==> src/rtl/mem_port_arbiter.sv <==
// mem_port_arbiter: shares one memory port between instruction fetch (IF)
// and the load/store path (LS). Each access walks IDLE -> REQ -> RESP with a
// single transaction outstanding, and the response is routed back to the
// requester that owns it. A watchdog aborts accesses that stall too long.
// Optional build macro MEM_ARB_RR_EN: round-robin tie-break between IF and LS
// instead of fixed LS-over-IF priority.
module mem_port_arbiter #(
    parameter int ADDR_W      = 32,
    parameter int DATA_W      = 32,
    parameter int TIMEOUT_CYC = 255
) (
    input  logic              clk_i,
    input  logic              rst_ni,
    input  logic              if_req_i,
    input  logic [ADDR_W-1:0] if_addr_i,
    output logic              if_gnt_o,
    output logic              if_rvalid_o,
    output logic [DATA_W-1:0] if_rdata_o,
    input  logic              ls_req_i,
    input  logic              ls_we_i,
    input  logic [2:0]        ls_op_i,
    input  logic [ADDR_W-1:0] ls_addr_i,
    input  logic [DATA_W-1:0] ls_wdata_i,
    output logic              ls_gnt_o,
    output logic              ls_rvalid_o,
    output logic [DATA_W-1:0] ls_rdata_o,
    output logic              mem_req_o,
    output logic              mem_we_o,
    output logic [2:0]        mem_op_o,
    output logic [ADDR_W-1:0] mem_addr_o,
    output logic [DATA_W-1:0] mem_wdata_o,
    input  logic              mem_gnt_i,
    input  logic              mem_rvalid_i,
    input  logic [DATA_W-1:0] mem_rdata_i,
    output logic              busy_o,
    output logic              err_o
);

    localparam int              CNT_W   = $clog2(TIMEOUT_CYC + 1);
    localparam logic [CNT_W-1:0] CNT_MAX = CNT_W'(TIMEOUT_CYC);
    localparam logic [2:0]      OP_WORD = 3'b010;

    typedef enum logic [1:0] {IDLE, REQ, RESP} state_t;
    typedef enum logic {OWN_IF = 1'b0, OWN_LS = 1'b1} owner_t;

    state_t             state, state_next;
    owner_t             owner;
    logic               we_q;
    logic [2:0]         op_q;
    logic [ADDR_W-1:0]  addr_q;
    logic [DATA_W-1:0]  wdata_q;
    logic [CNT_W-1:0]   cnt;

    logic               grant_if, grant_ls, capture;
    logic               timeout, done, resp_valid;
    logic [DATA_W-1:0]  resp_data;

`ifdef MEM_ARB_RR_EN
    owner_t             last_owner;
`endif

    // Requester selection while idle; the winner's grant is a same-cycle pulse
    always_comb begin
        grant_if = 1'b0;
        grant_ls = 1'b0;
        if (state == IDLE) begin
`ifdef MEM_ARB_RR_EN
            if (if_req_i && ls_req_i) begin
                if (last_owner == OWN_LS) grant_if = 1'b1;
                else                      grant_ls = 1'b1;
            end else begin
                grant_if = if_req_i;
                grant_ls = ls_req_i;
            end
`else
            grant_ls = ls_req_i;
            grant_if = if_req_i & ~ls_req_i;
`endif
        end
    end

    assign capture = grant_if | grant_ls;
    assign timeout = (state != IDLE) && (cnt == CNT_MAX);
    assign done    = (state == RESP) && mem_rvalid_i;

    // Next-state logic; a response arriving with the timeout counts as completion
    always_comb begin
        state_next = state;
        case (state)
            IDLE: if (capture) state_next = REQ;
            REQ: begin
                if (timeout)        state_next = IDLE;
                else if (mem_gnt_i) state_next = RESP;
            end
            RESP: if (done || timeout) state_next = IDLE;
            default: state_next = IDLE;
        endcase
    end

    // Memory-side request and requester-side response outputs
    always_comb begin
        mem_req_o   = (state == REQ) && !timeout;
        mem_we_o    = mem_req_o ? we_q : 1'b0;
        mem_op_o    = mem_req_o ? op_q : 3'b000;
        mem_addr_o  = mem_req_o ? addr_q : '0;
        mem_wdata_o = mem_req_o ? wdata_q : '0;
        resp_valid  = done | timeout;
        resp_data   = done ? mem_rdata_i : '0;
        err_o       = timeout & ~done;
        if_rvalid_o = resp_valid && (owner == OWN_IF);
        ls_rvalid_o = resp_valid && (owner == OWN_LS);
        if_rdata_o  = if_rvalid_o ? resp_data : '0;
        ls_rdata_o  = ls_rvalid_o ? resp_data : '0;
        if_gnt_o    = grant_if;
        ls_gnt_o    = grant_ls;
        busy_o      = (state != IDLE);
    end

    // State register
    always_ff @(posedge clk_i or negedge rst_ni) begin
        if (!rst_ni) state <= IDLE;
        else         state <= state_next;
    end

    // Capture the winning request; IF accesses are always word reads
    always_ff @(posedge clk_i or negedge rst_ni) begin
        if (!rst_ni) begin
            owner   <= OWN_IF;
            we_q    <= 1'b0;
            op_q    <= 3'b000;
            addr_q  <= '0;
            wdata_q <= '0;
        end else if (capture) begin
            owner   <= grant_ls ? OWN_LS : OWN_IF;
            we_q    <= grant_ls ? ls_we_i : 1'b0;
            op_q    <= grant_ls ? ls_op_i : OP_WORD;
            addr_q  <= grant_ls ? ls_addr_i : if_addr_i;
            wdata_q <= grant_ls ? ls_wdata_i : '0;
        end
    end

    // Watchdog: zero while idle, counts every busy cycle, saturates at the limit
    always_ff @(posedge clk_i or negedge rst_ni) begin
        if (!rst_ni)               cnt <= '0;
        else if (state == IDLE)    cnt <= '0;
        else if (cnt != CNT_MAX)   cnt <= cnt + CNT_W'(1);
    end

`ifdef MEM_ARB_RR_EN
    // Remember the last owner so the other requester wins the next tie
    always_ff @(posedge clk_i or negedge rst_ni) begin
        if (!rst_ni)      last_owner <= OWN_LS;
        else if (capture) last_owner <= grant_ls ? OWN_LS : OWN_IF;
    end
`endif

endmodule

==> config.mk <==
export PLATFORM = sky130hd
export DESIGN_NAME = mem_port_arbiter
export DESIGN_NICKNAME = d
export VERILOG_FILES = /design/src/rtl/mem_port_arbiter.sv
export SDC_FILE = /design/constraint.sdc
export NUM_CORES = 1
export LEC_CHECK = 0
export ABC_AREA = 1
export BUFFER_PORTS_ARGS = -buffer_cell sky130_fd_sc_hd__buf_4
export CAP_MARGIN = 10
export CORE_MARGIN = 10
export CORE_UTILIZATION = 43
export DETAILED_ROUTE_END_ITERATION = 12
export HOLD_SLACK_MARGIN = 0.1
export MAX_ROUTING_LAYER = met4
export PLACE_DENSITY = 0.9
export SYNTH_ARGS = -nofsm -noshare
export SYNTH_HDL_FRONTEND = slang
export SYNTH_SLANG_ARGS = --single-unit
==> constraint.sdc <==
create_clock -name clk_i -period 1.6 [get_ports clk_i]
set_input_delay 0.32 -clock clk_i [delete_from_list [all_inputs] [get_ports clk_i]]
set_output_delay 0.32 -clock clk_i [all_outputs]
set_load 0.01 [all_outputs]
# Word level (Yosys, flattened, before mapping)
# Cells that the tools add are included.
# classes
n_eq_ne	7
bitwise_logic	7
muxes	21
n_addsub	1
reduce_logical	11
# op_table
cell	count
$mux W32	7
$mux W8	2
$add A8 B1 Y8 const B	1
$eq A8 B8 Y1 const B	1
$mux W2	4
$ne A8 B8 Y1 const B	1
$mux W3	2
$pmux W2 S3	1
$logic_and A1 B1 Y1	5
$mux W1	5
$reduce_bool A2 Y1	2
$ne A3 B3 Y1 const B	1
$not A1 Y1	3
$reduce_and A3 Y1	1
$and A1 B1 Y1	2
$eq A2 B1 Y1 const B	1
$eq A2 B2 Y1 const B	1
$logic_not A2 Y1	1
$ne A2 B1 Y1 const B	1
$ne A2 B2 Y1 const B	1
$or A1 B1 Y1	2
$logic_not A1 Y1	1
$logic_or A1 B1 Y1	1
# totals
input_bits	138
word_cells	54
reg_bits	79
out_inout_bits	139

# Depth between registers and ports, before layout
# depth
ltp_word	6
depth_mapped	7

# Worst setup path before layout
# No wires, ideal clock.
# synth_path
kind	register to output
start	register cnt[0]
end	output mem_addr_o[0]
path_buffers	1
arrival_ps	1266
required_ps	1280
setup_slack_ps	14
stages_incl_launch_ff	8
cell_sequence	dfrtp_1 > ha_1 > nand2_1 > nor2_1 > nand2_2 > nand2_2 > buf_4 > nor2_1
# synth_via
elab_chain_cells	5
# synth_rtl
element	line_no	rtl
from (decl)	52	logic [CNT_W-1:0] cnt;
from (signal assigned)	146	else if (cnt != CNT_MAX) cnt <= cnt + CNT_W'(1);
$eq A8 B8 Y1	83	assign timeout = (state != IDLE) && (cnt == CNT_MAX);
$logic_and A1 B1 Y1	83	
$logic_not A1 Y1	102	mem_req_o = (state == REQ) && !timeout;
$logic_and A1 B1 Y1	102	
$mux W32	105	mem_addr_o = mem_req_o ? addr_q : '0;
to (decl)	30	output logic [ADDR_W-1:0] mem_addr_o,
# Every way passes these cells.

# Worst setup path in the final report
# layout_path
start	register cnt[0]
end	output mem_addr_o[8]
# The elaborated chain is that of the path after synthesis.

==> metrics.yaml <==
r2r-end: "addr_q[5]$_DFFE_PN0P_"
place_inst: 989
rsz0062_at_grt: "true"
cp-start-kind: "flop"
drc: 0
ys_seq_area_share_pct: 45.8
hold_viol: 0
io_pins: 277
setup_ws_ns: -0.729
drtPass1Iterations: 6
dp_hpwl_mm: 12.2
synth-seq-cells: 79
cts.sinks: 79
root_buffer: "clkbuf_8"
setup.worst_path.start: "cnt[0]$_DFFE_PN0N_"
layout-drive-gt1-share_pct: 60.3
syn-num-nets: 731
dieArea_um2: 14500
grt_pass1_wl_mm: 30.2
rr_worst_depth: 9
cts_made_buffers: 9
synth_top_area_share_pct: 45.8
place_congestion: 0.887
cts.path.max_buffers: 2
fin_skew_ns: 0.0191
num_rows: 36
synth_area_per_cell_um2: 7.30
via_count: 6488
syn2layout_area_growth_pct: 115
setup_viol: 214
tightest_slew_ns: 0.455
crit_end: "mem_addr_o[8]"
status: "complete, but fails checks"
layout.nets: 1059
grt_max_degree: 80
fin_cells: 1058
cts_tree: "done"
leakagePower_nw: 4.42
ys_types: 24
grt_usage_pct: 26.9
netlist_area_um2: 4320
required_ns: 1.28
place_ws_ns: -0.0950
antenna_found_initial: 0
htreeDepth: 3
maxCapViolCount: 0
failed_checks: "negative setup slack"
yosys-top-cells-count: "nor2_1, inv_1, nand2_1"
die_h_um: 120
fin_crit_sh_pct: 146
core-area_um2: 9770
max_freq_ghz: 0.429
drt-initial-drc-count: 941
synth_cells: 592
grt_pass1_vias: 5638
slew_headroom_pct: 69.7
drv_slew: 0
wire_per_inst_um: 29.3
synth_top_area_cell: "dfrtp_1"
hp-class: "in -> reg"
post-route-util_pct: 94.9
io_buffers: 276
crit_path_end_kind: "primary output"
worstPathArrival_ns: 2.01
r2r_setup_slack_ns: -0.36
ys_warn_count: 0
synth-edff-count: 0
r2r_start: "state[0]$_DFFE_PN0P_"
crit_path_max_fanout: 13
period_needed_ns: 2.33
synthArstFlopShare_pct: 100
wirelength_mm: 31.0
clk_latency_ns: 0.37
viasPerCell: 6.13
start_util_pct: 44.2
die_w_um: 120
synth_area_leaders: "dfrtp_1, nor2_1, inv_1"
synth_most_common_cell: "nor2_1"
p_per_area_nw_per_um2: 1870
ant_nets: 0
peakVddDrop_uv: 1330
ys.flop_type: "dfrtp_1"
diodes: 0
clk_pin_slew_worst_paths_ns: 0.10
worstSetupPathType: "reg -> out"
gr-total-overflow: 0
-- how the worst min path moves through the flow --
| stage | from | end | cells past startpoint |
|---|---|---|---|
| after floorplan | rst_ni | addr_q[0]$_DFFE_PN0P_ | 0 |
| after global placement | rst_ni | wdata_q[15]$_DFFE_PN0P_ | 2 |
| after detailed placement | rst_ni | wdata_q[17]$_DFFE_PN0P_ | 2 |
| after CTS | ls_wdata_i[23] | wdata_q[23]$_DFFE_PN0P_ | 3 |
| after global routing | ls_wdata_i[30] | wdata_q[30]$_DFFE_PN0P_ | 3 |
| final | ls_wdata_i[30] | wdata_q[30]$_DFFE_PN0P_ | 3 |
-- power breakdown --
part / internal (mW) / switching (mW)
clock: 0.973 / 0.858
sequential: 2.92 / 0.536
combinational: 5.34 / 6.73
-- cell usage in the layout (no fill, tap or decap), drive strengths merged --
cell and n:
nor3 1, buf 341, o21bai 1, bufinv 2, nand4 1, nand2 87, nand3 9, o21ai 75
nor2 180, o22ai 32, inv 82, dfrtp 79, a21oi 4, dlygate4sd3 1, ha 1, clkinv 4
clkbuf 25
-- routing by layer --
| metal | routed length [um] | track usage (%) |
|---|---|---|
| met4 | 3090 | 10.9 |
| met2 | 15500 | 47.9 |
| met5 | 0 | - |
| met3 | 3140 | 4.89 |
| met1 | 9320 | 29.1 |
-- worst max-delay path, stage by stage, from the launching register on --
cell and delay [ns]:
dfrtp_1 0.44, ha_4 0.21, nand2_4 0.09, nor2_4 0.05, nand2_4 0.11, nand2_8 0.12, clkbuf_16 0.21, nor2_1 0.22
buf_4 0.19
-- metrics by stage --
step	TNS [ns]	total power, mW	cell area [um^2]	hold WS (ns)
after CTS	-53.05	12.7	7780	0.165
after detailed placement	-4.20	9.42	6610	0.379
after global placement	-0.888	9.23	6610	0.374
after global routing	-89.25	17.8	9280	0.169
after floorplan	0	6.95	4320	0.0244
final	-85.67	17.4	9280	0.169
-- cell type report --
| cell class | instances | area, um^2 |
|---|---|---|
| timing repair buffer | 355 | 3540 |
| tap | 133 | 166 |
| clock buffer | 12 | 155 |
| sequential | 79 | 1980 |
| clock inverter | 4 | 77.6 |
| fill | 249 | 498 |
| inverter | 84 | 340 |
| multi-input combinational | 391 | 3020 |
-- state kept, by name, summed over array words and instances (netlist names) --
name,cells
addr_q,32
cnt,8
op_q,3
owner,1
state,2
wdata_q,32
we_q,1
-- what timing repair did --
action | CTS | global route
setup endpoints to repair | 158 | 207
pin swaps | 32 | 58
gates cloned | 9 | 16
buffers inserted | 16 | 16
hold buffers | 1 | 0
gates resized for setup | 148 | 251
endpoints found under the hold margin | 79 | 0
-- kinds of logic after synthesis --
kind of cell,synth area share [%]
compound gates,15.6
flops,45.8
fa+ha+maj,0.290
buf+inv,13.3
simple gates,25.1
Note: power is estimated with default switching activity, not from simulation.
